<file path="src/rtl/lwe_pkg.sv">
// Shared LWE parameters, derived address widths and the looper state encoding.
package lwe_pkg;

    localparam int unsigned LWE_DEPTH = 100;
    localparam int unsigned LWE_K     = 500;
    localparam int unsigned LWE_WORDS = LWE_DEPTH / 2;

    // Address width for n locations; never narrower than one bit so that
    // single-entry memories still get a legal port.
    function automatic int unsigned addr_w(input int unsigned n);
        return (n > 1) ? $clog2(n) : 1;
    endfunction

    localparam int unsigned LWE_C_W = addr_w(LWE_K * LWE_WORDS);
    localparam int unsigned LWE_S_W = addr_w(LWE_WORDS);
    localparam int unsigned LWE_V_W = addr_w(LWE_K);

    typedef enum logic [1:0] {
        IDLE,
        RUN,
        DONE
    } dec_state_t;

endpackage

</file>
<file path="src/rtl/wrap_counter.sv">
// Up-counter 0..MAX with synchronous load-zero and a wrap flag at MAX.
module wrap_counter #(
    parameter int unsigned MAX = 1,
    parameter int unsigned W   = 1
) (
    input  logic         clk_in,
    input  logic         rst_in,
    input  logic         clear,
    input  logic         en,
    output logic [W-1:0] count,
    output logic         wrap
);

    logic [W-1:0] count_q;

    assign wrap  = (count_q == W'(MAX));
    assign count = count_q;

    // Count register: clear has priority, otherwise step and wrap at MAX.
    always_ff @(posedge clk_in or posedge rst_in) begin
        if (rst_in) begin
            count_q <= '0;
        end else if (clear) begin
            count_q <= '0;
        end else if (en) begin
            count_q <= wrap ? '0 : count_q + W'(1);
        end
    end

endmodule

</file>
<file path="src/rtl/dec_addr_looper.sv">
// Decrypt address sequencer: walks k over ciphertexts and j over secret words,
// presenting matched u/s/v addresses plus accumulator framing flags.
module dec_addr_looper
    import lwe_pkg::*;
#(
    parameter int unsigned DEPTH = LWE_DEPTH,
    parameter int unsigned K     = LWE_K,
    parameter int unsigned WORDS = DEPTH / 2,
    parameter int unsigned C_W   = addr_w(K * WORDS),
    parameter int unsigned S_W   = addr_w(WORDS),
    parameter int unsigned V_W   = addr_w(K)
) (
    input  logic           clk_in,
    input  logic           rst_in,
    input  logic           begin_dec,
    input  logic           stall_in,
    output logic [C_W-1:0] c_addr,
    output logic [S_W-1:0] s_addr,
    output logic [V_W-1:0] v_addr,
    output logic           first_out,
    output logic           last_out,
    output logic           addr_valid,
    output logic           busy_out,
    output logic           done_out
);

    dec_state_t     state_q, state_d;
    logic           start, consume, final_set, advance;
    logic           j_wrap, k_wrap;
    logic [S_W-1:0] j;
    logic [V_W-1:0] k;
    logic [C_W-1:0] c_addr_q;

    assign start     = (state_q == IDLE) && begin_dec;
    assign consume   = (state_q == RUN) && !stall_in;
    assign final_set = j_wrap && k_wrap;
    // The final set is not stepped past, so addresses hold their last values.
    assign advance   = consume && !final_set;

    wrap_counter #(
        .MAX (WORDS - 1),
        .W   (S_W)
    ) u_j_cnt (
        .clk_in (clk_in),
        .rst_in (rst_in),
        .clear  (start),
        .en     (advance),
        .count  (j),
        .wrap   (j_wrap)
    );

    wrap_counter #(
        .MAX (K - 1),
        .W   (V_W)
    ) u_k_cnt (
        .clk_in (clk_in),
        .rst_in (rst_in),
        .clear  (start),
        .en     (advance && j_wrap),
        .count  (k),
        .wrap   (k_wrap)
    );

    // Running u address; tracks k*WORDS + j without a multiplier.
    always_ff @(posedge clk_in or posedge rst_in) begin
        if (rst_in) begin
            c_addr_q <= '0;
        end else if (start) begin
            c_addr_q <= '0;
        end else if (advance) begin
            c_addr_q <= c_addr_q + C_W'(1);
        end
    end

    // State register.
    always_ff @(posedge clk_in or posedge rst_in) begin
        if (rst_in) begin
            state_q <= IDLE;
        end else begin
            state_q <= state_d;
        end
    end

    // Next-state logic; begin_dec only matters in IDLE.
    always_comb begin
        state_d = state_q;
        unique case (state_q)
            IDLE:    if (begin_dec) state_d = RUN;
            RUN:     if (consume && final_set) state_d = DONE;
            DONE:    state_d = IDLE;
            default: state_d = IDLE;
        endcase
    end

    // Outputs decoded from registered state only.
    always_comb begin
        addr_valid = (state_q == RUN);
        busy_out   = (state_q == RUN);
        done_out   = (state_q == DONE);
        first_out  = addr_valid && (j == '0);
        last_out   = addr_valid && j_wrap;
    end

    assign c_addr = c_addr_q;
    assign s_addr = j;
    assign v_addr = k;

endmodule

</file>
<file path="config.mk">
export PLATFORM = sky130hd
export DESIGN_NAME = dec_addr_looper
export DESIGN_NICKNAME = d
export VERILOG_FILES = /design/src/rtl/lwe_pkg.sv /design/src/rtl/wrap_counter.sv /design/src/rtl/dec_addr_looper.sv
export SDC_FILE = /design/constraint.sdc
export NUM_CORES = 1
export LEC_CHECK = 0
export CAP_MARGIN = 30
export CORE_ASPECT_RATIO = 0.7
export CORE_UTILIZATION = 54
export CTS_CLUSTER_DIAMETER = 200
export DETAILED_ROUTE_END_ITERATION = 12
export PLACE_DENSITY = 0.89
export RECOVER_POWER = 100
export REMOVE_ABC_BUFFERS = 1
export SYNTH_ARGS = -nofsm -noshare
export SYNTH_HDL_FRONTEND = slang
export SYNTH_SLANG_ARGS = --single-unit
</file>
<file path="constraint.sdc">
create_clock -name clk_in -period 6.2 [get_ports clk_in]
set_clock_uncertainty 0.05 [all_clocks]
set_input_delay 0.62 -clock clk_in [delete_from_list [all_inputs] [get_ports clk_in]]
set_output_delay 0.62 -clock clk_in [all_outputs]
set_load 0.02 [all_outputs]
</file>
# [Word-level counts from Yosys, hierarchy flattened]
# Cells that the tools add are included.
# Widths: inputs -> output; s select.
[totals] ff_bits=32 wordCells=39 inputBits=4 out_inout_bits=35
[classes] mux=11 eq_ne=6 add_sub_neg=3 n_reduce_logical=15
[ops] operator="$mux 15" count=2
[ops] operator="$mux 9" count=3
[ops] operator="$mux 6" count=3
[ops] operator="$add 15x1->15 const B" count=1
[ops] operator="$add 9x1->9 const B" count=1
[ops] operator="$eq 9x9->1 const B" count=1
[ops] operator="$logic_and 1x1->1" count=8
[ops] operator="$add 6x1->6 const B" count=1
[ops] operator="$eq 6x6->1 const B" count=1
[ops] operator="$logic_not 6->1" count=1
[ops] operator="$mux 2" count=2
[ops] operator="$pmux 2 s2" count=1
[ops] operator="$reduce_bool 2->1" count=2
[ops] operator="$eq 2x1->1 const B" count=1
[ops] operator="$eq 2x2->1 const B" count=1
[ops] operator="$logic_not 1->1" count=2
[ops] operator="$logic_not 2->1" count=1
[ops] operator="$ne 2x1->1 const B" count=1
[ops] operator="$ne 2x2->1 const B" count=1
[ops] operator="$reduce_and 2->1" count=1

# [Logic depth before layout (Yosys ltp)]
# Gate-level depths: netlist (run 1).
[logic_depth] word_depth=7 ltp_mapped=8 mapped_depth_nobuf=6

# [Modules after synthesis]
# Synthesis (run 1) repeated with hierarchy kept, for this count alone.
[unflattened] cells_unflattened=190 hier_area_um2=1835.5
[by_module_without_submodules] mod="dec_addr_looper" area_per_inst_um2=903.4 n_inst=1 seq_area_each_um2=425.4 cells_per_inst=94
[by_module_without_submodules] mod="wrap_counter (u_k_cnt)" area_per_inst_um2=533.0 n_inst=1 seq_area_each_um2=225.2 cells_per_inst=54
[by_module_without_submodules] mod="wrap_counter (u_j_cnt)" area_per_inst_um2=399.1 n_inst=1 seq_area_each_um2=150.1 cells_per_inst=42

# [Worst setup path before layout (run 1)]
# No wires, ideal clock.
[synth_path] path_kind="reg-to-output" start="register u_j_cnt.count_q[2], in the netlist u_j_cnt.count[2]" end="output first_out" slack_ns=3.393 required_ns=5.530 arrival_ns=2.137 path_stages_with_launch=4 path_buffers=1 cell_sequence="dfrtp_1 -> buf_2 -> or4b_2 -> nor4b_1"
[synth_between] elab_chain_cells=2
[synth_lines] item="start, declared" line_no="wrap_counter.sv:14" rtl="logic [W-1:0] count_q;"
[synth_lines] item="start signal, assigned" line_no="wrap_counter.sv:26" rtl="count_q <= wrap ? '0 : count_q + W'(1);"
[synth_lines] item="$logic_not 6->1" line_no="dec_addr_looper.sv:100" rtl="first_out = addr_valid && (j == '0);"
[synth_lines] item="$logic_and 1x1->1" line_no="dec_addr_looper.sv:100"
[synth_lines] item="end, declared" line_no="dec_addr_looper.sv:20" rtl="output logic first_out,"
# No other way between the ends.

# [Worst setup path in the final report (run 1)]
# Same ends and word-level chain as after synthesis.

==> results of run 1 <==
## kinds of logic after synthesis
kind of cell / Yosys count / synth area share, %
AOI/OAI and AO/OA: 58 / 22.8
xor gates and xnor gates: 1 / 0.476
adders and majority gates: 5 / 3.40
buffers and inverters: 18 / 4.56
DFF: 32 / 43.5
muxes: 3 / 1.63
and+or+nand+nor: 77 / 23.6
## routing by layer
layer | track usage (%) | vias up | share of wire (%)
li1 | - | 827 | -
met1 | 38.3 | 836 | 48
met2 | 39.2 | 74 | 44
met3 | 7.89 | 2 | 7.0
met4 | 6.86 | 0 | 0.96
met5 | 0 | - | 0
## synthesized netlist by cell type, types with 2 or more instances
cell and count:
dfrtp_1 32, nand2_1 18, nand3_1 14, a21oi_1 12, a31oi_1 9, nor2_1 8
o21ai_0 8, and3_1 7, inv_1 7, o31ai_1 7, or4_1 6, clkbuf_1 5
ha_1 5, a41o_1 4, a41oi_1 4, buf_2 4, and4_1 3, mux2i_1 3
nand4_1 3, nor3_1 3, a31o_2 2, nor3b_1 2, or2_2 2, or3_1 2
or3b_1 2
## area by class of cell
class                   count  share of cell area, %
clock buffers               7                   4.19
inverters                   7                   1.14
well taps                  38                   2.07
multi-input cells         144                   40.6
repair buffers             42                   17.2
flip-flops and latches     32                   34.8
## per-stage QoR
stage | cell area, um^2 | power [uW] | std cells | util [%]
floorplan | 1780 | 399 | 183 | -
global placement | 2230 | 489 | 262 | 70.0
detailed placement | 2240 | 493 | 263 | 70.2
CTS | 2330 | 675 | 270 | 73.2
global route | 2300 | 685 | 270 | 72.1
finish | 2300 | 651 | 270 | 72.1
## worst max-delay path by stage
stage | from | endpoint | slack [ns] | depth (start not counted)
6_report | u_j_cnt.count[2]$_DFFE_PP0P_ | first_out | 3.02 | 3
5_1_grt | u_j_cnt.count[2]$_DFFE_PP0P_ | u_k_cnt.count[8]$_DFFE_PP0P_ | 2.84 | 4
4_1_cts | u_j_cnt.count[2]$_DFFE_PP0P_ | first_out | 2.99 | 3
3_5_place_dp | stall_in | c_addr[12]$_DFFE_PP0P_ | 3.14 | 5
3_3_place_gp | stall_in | c_addr[12]$_DFFE_PP0P_ | 3.21 | 5
2_1_floorplan | u_j_cnt.count[2]$_DFFE_PP0P_ | first_out | 3.46 | 2
## state kept, by name, indices dropped and copies added (netlist names)
register	flops
c_addr	15
state_q	2
u_k_cnt.count	9
u_j_cnt.count	6
## power by group
group	switching, uW	leakage (uW)	internal [uW]
Combinational	105	0.000599	81.8
Clock	78.6	0.0000503	98.8
Sequential	49.6	0.000426	238
Total	233	0.00108	418
## placed cells by master (no fill, tap or decap), types with 5 or more instances in the layout
cell,netlist,routed
dlygate4sd3_1,0,38
dfrtp_1,32,32
nand2_1,18,18
nand3_1,14,14
a21oi_1,12,12
a31oi_1,9,9
o21ai_0,8,8
nor2_1,8,8
inv_1,7,7
and3_1,7,7
or4_1,6,7
o31ai_1,7,7
clkbuf_8,0,7
ha_1,5,5
## critical path, cell delays in order, from the launching register on
cell and delay, ns:
dfrtp_1 0.49, or4b_2 0.73, nor4b_1 0.30, dlygate4sd3_1 0.71
==> results.json, run 1 <==
{
  "hold_depth": 1,
  "cts-resized-gates": 0,
  "holdCritPathClass": "reg -> reg",
  "cts_buffers": 5,
  "holdWs_ns": 0.480,
  "grt_usage_pct": 26.5,
  "seq_area_frac_synth_pct": 43.5,
  "ctsHoldBuffers": 0,
  "hold_viol": 0,
  "clock-root-buffer": "clkbuf_8",
  "dieArea_um2": 3650,
  "synth-seq-cells": 32,
  "antenna_left": 0,
  "nFillCells": 269,
  "cp.arrival_ns": 2.51,
  "worst_pin_slew_ns": 1.69,
  "dieWidth_um": 71.8,
  "core-area_um2": 3190,
  "ys_top_cells_by_area": "dfrtp_1 44%, nand3_1 3.8%, nand2_1 3.7%, ha_1 3.4%, a21oi_1 3.3%",
  "max-cap-violations": 2,
  "worst-path-max-fanout": 11,
  "finalSetupViolations": 0,
  "dp_slack_ns": 3.14,
  "firstDrtPassIters": 4,
  "clock_sinks": 32,
  "syn_area_um2": 1840,
  "max_freq_mhz": 314,
  "synthCells": 194,
  "cts_tree": "yes",
  "status": "complete, but fails checks",
  "ys.flop_type": "dfrtp_1",
  "maxSlewViolCount": 34,
  "insertion_delay_ns": 0.29,
  "rr_worst_depth": 4,
  "drt-initial-drc-count": 126,
  "fin_crit_sh_pct": 51.3,
  "gr-total-overflow": 0,
  "synth_top_area_share_pct": 43.5,
  "place_hpwl_um": 3070,
  "clk_pin_slew_ns": 0.07,
  "num_antenna_cells": 0,
  "period_minus_slack_ns": 3.18,
  "num_io_pins": 39,
  "crit_required_ns": 5.53,
  "vias_per_cell": 6.44,
  "drt-total-wl_um": 4500,
  "synth_warnings": 0,
  "yosysUniqueCellTypes": 47,
  "via_count": 1739,
  "final_nets": 241,
  "multiInputGateArea_um2": 933,
  "violations": "capacitance limit, slew limit",
  "fin_tns_setup_ns": 0,
  "drc": 0,
  "min_to": "u_k_cnt.count[8]$_DFFE_PP0P_",
  "hold_start": "u_k_cnt.count[8]$_DFFE_PP0P_",
  "rrSetupSlack_ns": 3.11,
  "grt_max_degree": 33,
  "regArea_um2": 801,
  "power_density_nw_per_um2": 283,
  "r2r_end": "u_k_cnt.count[2]$_DFFE_PP0P_",
  "avgRoutedWirePerCell_um": 16.7,
  "reg2reg_from": "u_j_cnt.count[2]$_DFFE_PP0P_",
  "post_cts_buffers": 0,
  "place.gp.congestion": 0.840,
  "leakagePower_uw": 0.00108,
  "grt_pass1_wl_um": 7290,
  "grt_antenna_before_repair": 0,
  "criticalPathCategory": "reg -> out",
  "yosysTopAreaCell": "dfrtp_1",
  "endpoint_kind": "primary output",
  "rows": 17,
  "initial_core_util_pct": 57.7,
  "grt_pass1_vias": 1530,
  "synthArstFlopShare_pct": 100,
  "peakVddDrop_v": 0.000191,
  "io_buffers": 38,
  "worstSetupStartpointType": "register",
  "clockBufferDepth": 2,
  "timing.final.ws_setup_ns": 3.02,
  "drive_above_1_share_pct": 5.60,
  "rsz0062_at_grt": "no",
  "die_height_um": 50.8,
  "slew-limit-headroom_pct": -12.9,
  "areaGrowthSynthToFinish_pct": 25.0,
  "avgSynthCellArea_um2": 9.49,
  "synth_edf_count": 0,
  "h-tree-depth": 2
}
Power figures use the tool's default switching activity.
==> run 2, diff against run 1 <==
Settings changed: CORE_UTILIZATION 54 to 46, PLACE_DENSITY 0.89 to 0.81.
Clock period 6.2 ns to 2.8 ns, I/O delays scaled along.
==> results.json, run 2 (synthesized netlist as in run 1, its figures left out) <==
{
  "areaGrowthSynthToFinish_pct": 28.6,
  "violations": "capacitance limit, slew limit",
  "fin_crit_sh_pct": 94.4,
  "dieArea_um2": 4260,
  "clockBufferDepth": 2,
  "fin_tns_setup_ns": 0,
  "finalSetupViolations": 0,
  "r2r_end": "u_k_cnt.count[3]$_DFFE_PP0P_",
  "worst_pin_slew_ns": 1.73,
  "cts_tree": "yes",
  "cp_num_cells": 3,
  "firstDrtPassIters": 4,
  "h-tree-depth": 2,
  "grt_usage_pct": 23.1,
  "worstSetupEndpoint": "last_out",
  "num_antenna_cells": 0,
  "cts-resized-gates": 1,
  "clock_sinks": 32,
  "fin_cells": 288,
  "drt-initial-drc-count": 97,
  "post_cts_buffers": 0,
  "via_count": 1734,
  "holdWs_ns": 0.462,
  "vias_per_cell": 6.02,
  "most-common-layout-cells": "35 x dlygate4sd3_1, 32 x dfrtp_1, 18 x nand2_1, 14 x nand3_1, 12 x a21oi_1",
  "endpoint_kind": "primary output",
  "place.gp.congestion": 0.807,
  "rr_worst_depth": 4,
  "grt_pass1_wl_um": 7330,
  "max-cap-violations": 1,
  "slew-limit-headroom_pct": -15.4,
  "rsz0062_at_grt": "no",
  "dp.cells": 280,
  "ctsHoldBuffers": 0,
  "place_hpwl_um": 3180,
  "startpoint": "state_q[1]$_DFFE_PP0P_",
  "worstSetupStartpointType": "register",
  "max_stage_delay_ns": 0.77,
  "antenna_left": 0,
  "crit_slowest_cell": "or4b_2",
  "max_freq_mhz": 378,
  "cts_buffers": 5,
  "io_buffers": 38,
  "critical_path.n_buffers_inverters": 1,
  "grt_max_degree": 33,
  "peakVddDrop_v": 0.000450,
  "rrSetupSlack_ns": 0.34,
  "num_io_pins": 39,
  "criticalPathCategory": "reg -> out",
  "cp_top_family": "simple AND/OR/NAND/NOR gates",
  "period_minus_slack_ns": 2.64,
  "avgRoutedWirePerCell_um": 15.6,
  "power_density_nw_per_um2": 619,
  "crit_required_ns": 2.47,
  "drt-total-wl_um": 4480,
  "final_nets": 246,
  "grt_antenna_before_repair": 0,
  "core-area_um2": 3670,
  "hold_viol": 0,
  "status": "complete, but fails checks",
  "leakagePower_uw": 0.00111,
  "cp_cell_sequence": "or4b_2 > nor2_1 > dlygate4sd3_1",
  "drc": 0,
  "maxSlewViolCount": 33,
  "rows": 18,
  "clock-root-buffer": "clkbuf_8",
  "insertion_delay_ns": 0.29,
  "largest_register_ffs": 15,
  "grt_pass1_vias": 1569,
  "cp.arrival_ns": 2.31,
  "worst-path-max-fanout": 7,
  "holdCritPathClass": "reg -> reg",
  "drive_above_1_share_pct": 8.82,
  "gr-total-overflow": 0,
  "clk_pin_slew_ns": 0.07,
  "die_height_um": 54.9,
  "dieWidth_um": 77.6,
  "reg2reg_from": "state_q[1]$_DFFE_PP0P_",
  "final_common_cell": "dlygate4sd3_1",
  "initial_core_util_pct": 50.1,
  "nFillCells": 320
}
run 2: cell types whose count changed in the layout (fill, tap and decap cells not counted):
| cell | change |
|---|---|
| buf_4 | +8 |
| dlygate4sd3_1 | -3 |
| clkdlybuf4s50_1 | +2 |
| a2111oi_0 | -1 |
| a2111oi_2 | +1 |
| buf_2 | -1 |
| clkbuf_8 | -1 |
| dlygate4sd2_1 | +1 |
| or4_1 | -1 |
| or4_4 | +1 |
run 2: stage by stage:
step	util (%)	total power [uW]	setup WS [ns]	area (um^2)
floorplan	-	882	0.118	1780
global placement	62.5	1120	0.325	2290
detailed placement	62.5	1130	0.273	2290
CTS	64.9	1510	0.185	2380
global route	64.5	1540	0.102	2370
finish	64.5	1460	0.157	2370
run 2: worst register-to-register path, stage by stage (launching register included):
cell and delay, ns:
dfrtp_1 0.43, or4b_2 0.77, a2111oi_2 0.67, a211oi_1 0.17, a41o_1 0.25
run 2: metal layers:
metal / vias to the layer above / routed length, um / global-route usage [%]
li1: 839 / - / -
met4: 0 / 39 / 8.81
met1: 836 / 2330 / 31.8
met2: 55 / 1870 / 35.4
met3: 4 / 241 / 6.23
met5: - / 0 / 0
run 2: report_power, final:
part,internal [uW],switching [uW]
Combinational,202,277
Sequential,526,83.3
Clock,200,175
Total,928,536
run 2: worst min-delay path by stage:
stage                                            start                           end  slack [ns]  depth (start not counted)
after CTS                                       rst_in        c_addr[12]$_DFFE_PP0P_        0.34                          3
final                     u_k_cnt.count[8]$_DFFE_PP0P_  u_k_cnt.count[8]$_DFFE_PP0P_        0.46                          1
after global routing      u_k_cnt.count[8]$_DFFE_PP0P_  u_k_cnt.count[8]$_DFFE_PP0P_        0.51                          1
after floorplan                                 rst_in         c_addr[0]$_DFFE_PP0P_        0.35                          1
after global placement    u_k_cnt.count[8]$_DFFE_PP0P_  u_k_cnt.count[8]$_DFFE_PP0P_        0.46                          1
after detailed placement  u_k_cnt.count[8]$_DFFE_PP0P_  u_k_cnt.count[8]$_DFFE_PP0P_        0.46                          1
run 2: cell type report:
class	instances	area, um^2	area share, %
Multi-Input combinational cell	144	943	39.9
Sequential cell	32	801	33.8
Timing Repair Buffer	47	443	18.7
Clock buffer	8	90.1	3.81
Tap cell	50	62.6	2.64
Inverter	7	26.3	1.11
==> run 3, diff against run 2 <==
Clock period 2.8 ns to 2.3 ns, I/O delays scaled along.
==> results.json, run 3 (synthesized netlist as in run 1, its figures left out) <==
{
  "status": "finished clean",
  "startpoint": "state_q[1]$_DFFE_PP0P_",
  "rsz0062_at_grt": "no",
  "grt_usage_pct": 24.5,
  "clock_sinks": 32,
  "crit_required_ns": 2.02,
  "vias_per_cell": 5.99,
  "hold_depth": 1,
  "hold_start": "u_k_cnt.count[8]$_DFFE_PP0P_",
  "p_comb_share_pct": 34.1,
  "drc": 0,
  "clockBufferDepth": 2,
  "cp.arrival_ns": 1.96,
  "timing.final.ws_setup_ns": 0.0587,
  "clk_pin_slew_ns": 0.06,
  "fin_tns_setup_ns": 0,
  "period_minus_slack_ns": 2.24,
  "maxSlewViolCount": 0,
  "place.gp.congestion": 0.858,
  "gr-total-overflow": 0,
  "cp_cell_sequence": "or4b_2 > buf_4 > nor2_1 > clkbuf_2",
  "cts_tree": "yes",
  "dp_slack_ns": -0.132,
  "post_cts_buffers": 0,
  "grt_max_degree": 33,
  "dr_wl_met2_um": 1940,
  "holdCritPathClass": "reg -> reg",
  "grt_pass1_wl_um": 7800,
  "drive_above_1_share_pct": 14.5,
  "dieWidth_um": 77.6,
  "slew-limit-headroom_pct": 46.1,
  "dieArea_um2": 4260,
  "place_hpwl_um": 3280,
  "drt-initial-drc-count": 201,
  "final_nets": 257,
  "reg2reg_from": "state_q[1]$_DFFE_PP0P_",
  "worst_pin_slew_ns": 0.809,
  "final_common_cell": "dlygate4sd3_1",
  "max_stage_delay_ns": 0.72,
  "max_freq_mhz": 446,
  "firstDrtPassIters": 5,
  "rrSetupSlack_ns": 0.08,
  "cts_buffers": 5,
  "fin_crit_sh_pct": 97.4,
  "initial_core_util_pct": 50.1,
  "finalSetupViolations": 0,
  "met1_length_um": 2320,
  "power_switching_uw": 648,
  "hold_viol": 0,
  "grt_antenna_before_repair": 0,
  "most-common-layout-cells": "34 x dlygate4sd3_1, 32 x dfrtp_1, 17 x nand2_1, 14 x nand3_1, 12 x buf_4",
  "peakVddDrop_v": 0.000540,
  "cp_top_family": "simple AND/OR/NAND/NOR gates",
  "multiInputGateArea_um2": 965,
  "p_clk_share_pct": 25.7,
  "critical_path.n_buffers_inverters": 2,
  "endpoint_kind": "primary output",
  "num_antenna_cells": 0,
  "core-area_um2": 3670,
  "worst-path-max-fanout": 3,
  "sw_frac_of_total_pct": 35.6,
  "drt-total-wl_um": 4620,
  "leakagePower_uw": 0.00115,
  "regArea_um2": 801,
  "r2r_end": "u_k_cnt.count[7]$_DFFE_PP0P_",
  "power_density_nw_per_um2": 742,
  "highest_layer": "met4",
  "criticalPathCategory": "reg -> out",
  "avgRoutedWirePerCell_um": 15.5,
  "via_count": 1786,
  "insertion_delay_ns": 0.28,
  "ctsHoldBuffers": 0,
  "nFillCells": 300,
  "largest_register_ffs": 15,
  "areaGrowthSynthToFinish_pct": 33.3,
  "max-cap-violations": 0,
  "p_int_uw": 1170,
  "antenna_left": 0,
  "clock-root-buffer": "clkbuf_8",
  "rr_worst_depth": 6,
  "min_to": "u_k_cnt.count[8]$_DFFE_PP0P_",
  "dr_wl_met3_um": 314,
  "num_io_pins": 39,
  "grt_pass1_vias": 1596,
  "rows": 18,
  "p_seq_share_pct": 40.2,
  "crit_slowest_cell": "or4b_2",
  "io_buffers": 38,
  "worstSetupStartpointType": "register",
  "die_height_um": 54.9,
  "h-tree-depth": 2
}
==> run 3: what timing repair did <==
action | in CTS | in global routing
pin swaps | 1 | 2
gates resized for setup | 13 | 1
setup endpoints to repair | 9 | 19
==> run 3: worst max-delay path by stage <==
stage	endpoint	slack, ns	cells past startpoint
detailed placement	c_addr[12]$_DFFE_PP0P_	-0.13	5
floorplan	c_addr[1]$_DFFE_PP0P_	-0.38	5
CTS	c_addr[12]$_DFFE_PP0P_	0.02	5
global route	u_k_cnt.count[4]$_DFFE_PP0P_	0.01	6
finish	last_out	0.06	4
global placement	c_addr[12]$_DFFE_PP0P_	-0.05	5
==> run 3: power by group through the flow <==
| stage | Sequential, uW | Combinational (uW) | Clock, uW |
|---|---|---|---|
| CTS | 733 | 655 | 478 |
| global route | 748 | 671 | 504 |
| detailed placement | 742 | 656 | 0 |
| floorplan | 852 | 223 | 0 |
| global placement | 740 | 647 | 0 |
| finish | 732 | 620 | 468 |
==> run 3: metal layers <==
| metal | GRT usage [%] | vias to the layer above |
|---|---|---|
| met5 | 0 | - |
| met4 | 8.49 | 0 |
| met3 | 5.25 | 5 |
| met2 | 38.6 | 70 |
| met1 | 34.2 | 848 |
| li1 | - | 863 |
==> run 3: worst reg2reg max path, cell delays in order (launching register included) <==
cell       delay (ns)
dfrtp_1          0.38
or4b_2           0.72
buf_4            0.19
a2111o_1         0.33
clkbuf_4         0.16
a22oi_1          0.17
o2bb2ai_1        0.09
==> run 3: cell type report <==
cell class | instances | area share [%]
multi-input combinational | 144 | 39.3
tap | 50 | 2.55
inverter | 7 | 1.07
timing repair buffer | 58 | 20.5
clock buffer | 7 | 3.93
sequential | 32 | 32.6
==> run 3: through the flow <==
step                      hold WS (ns)  utilization, %  std cells  power, uW  instance area, um^2
after floorplan                  0.296               -        183       1070                 1780
after global placement           0.461            64.7        291       1390                 2380
after detailed placement         0.458            64.7        291       1400                 2380
after CTS                        0.295            67.3        298       1870                 2470
after global routing             0.473            66.8        298       1920                 2450
final                            0.461            66.8        298       1820                 2450
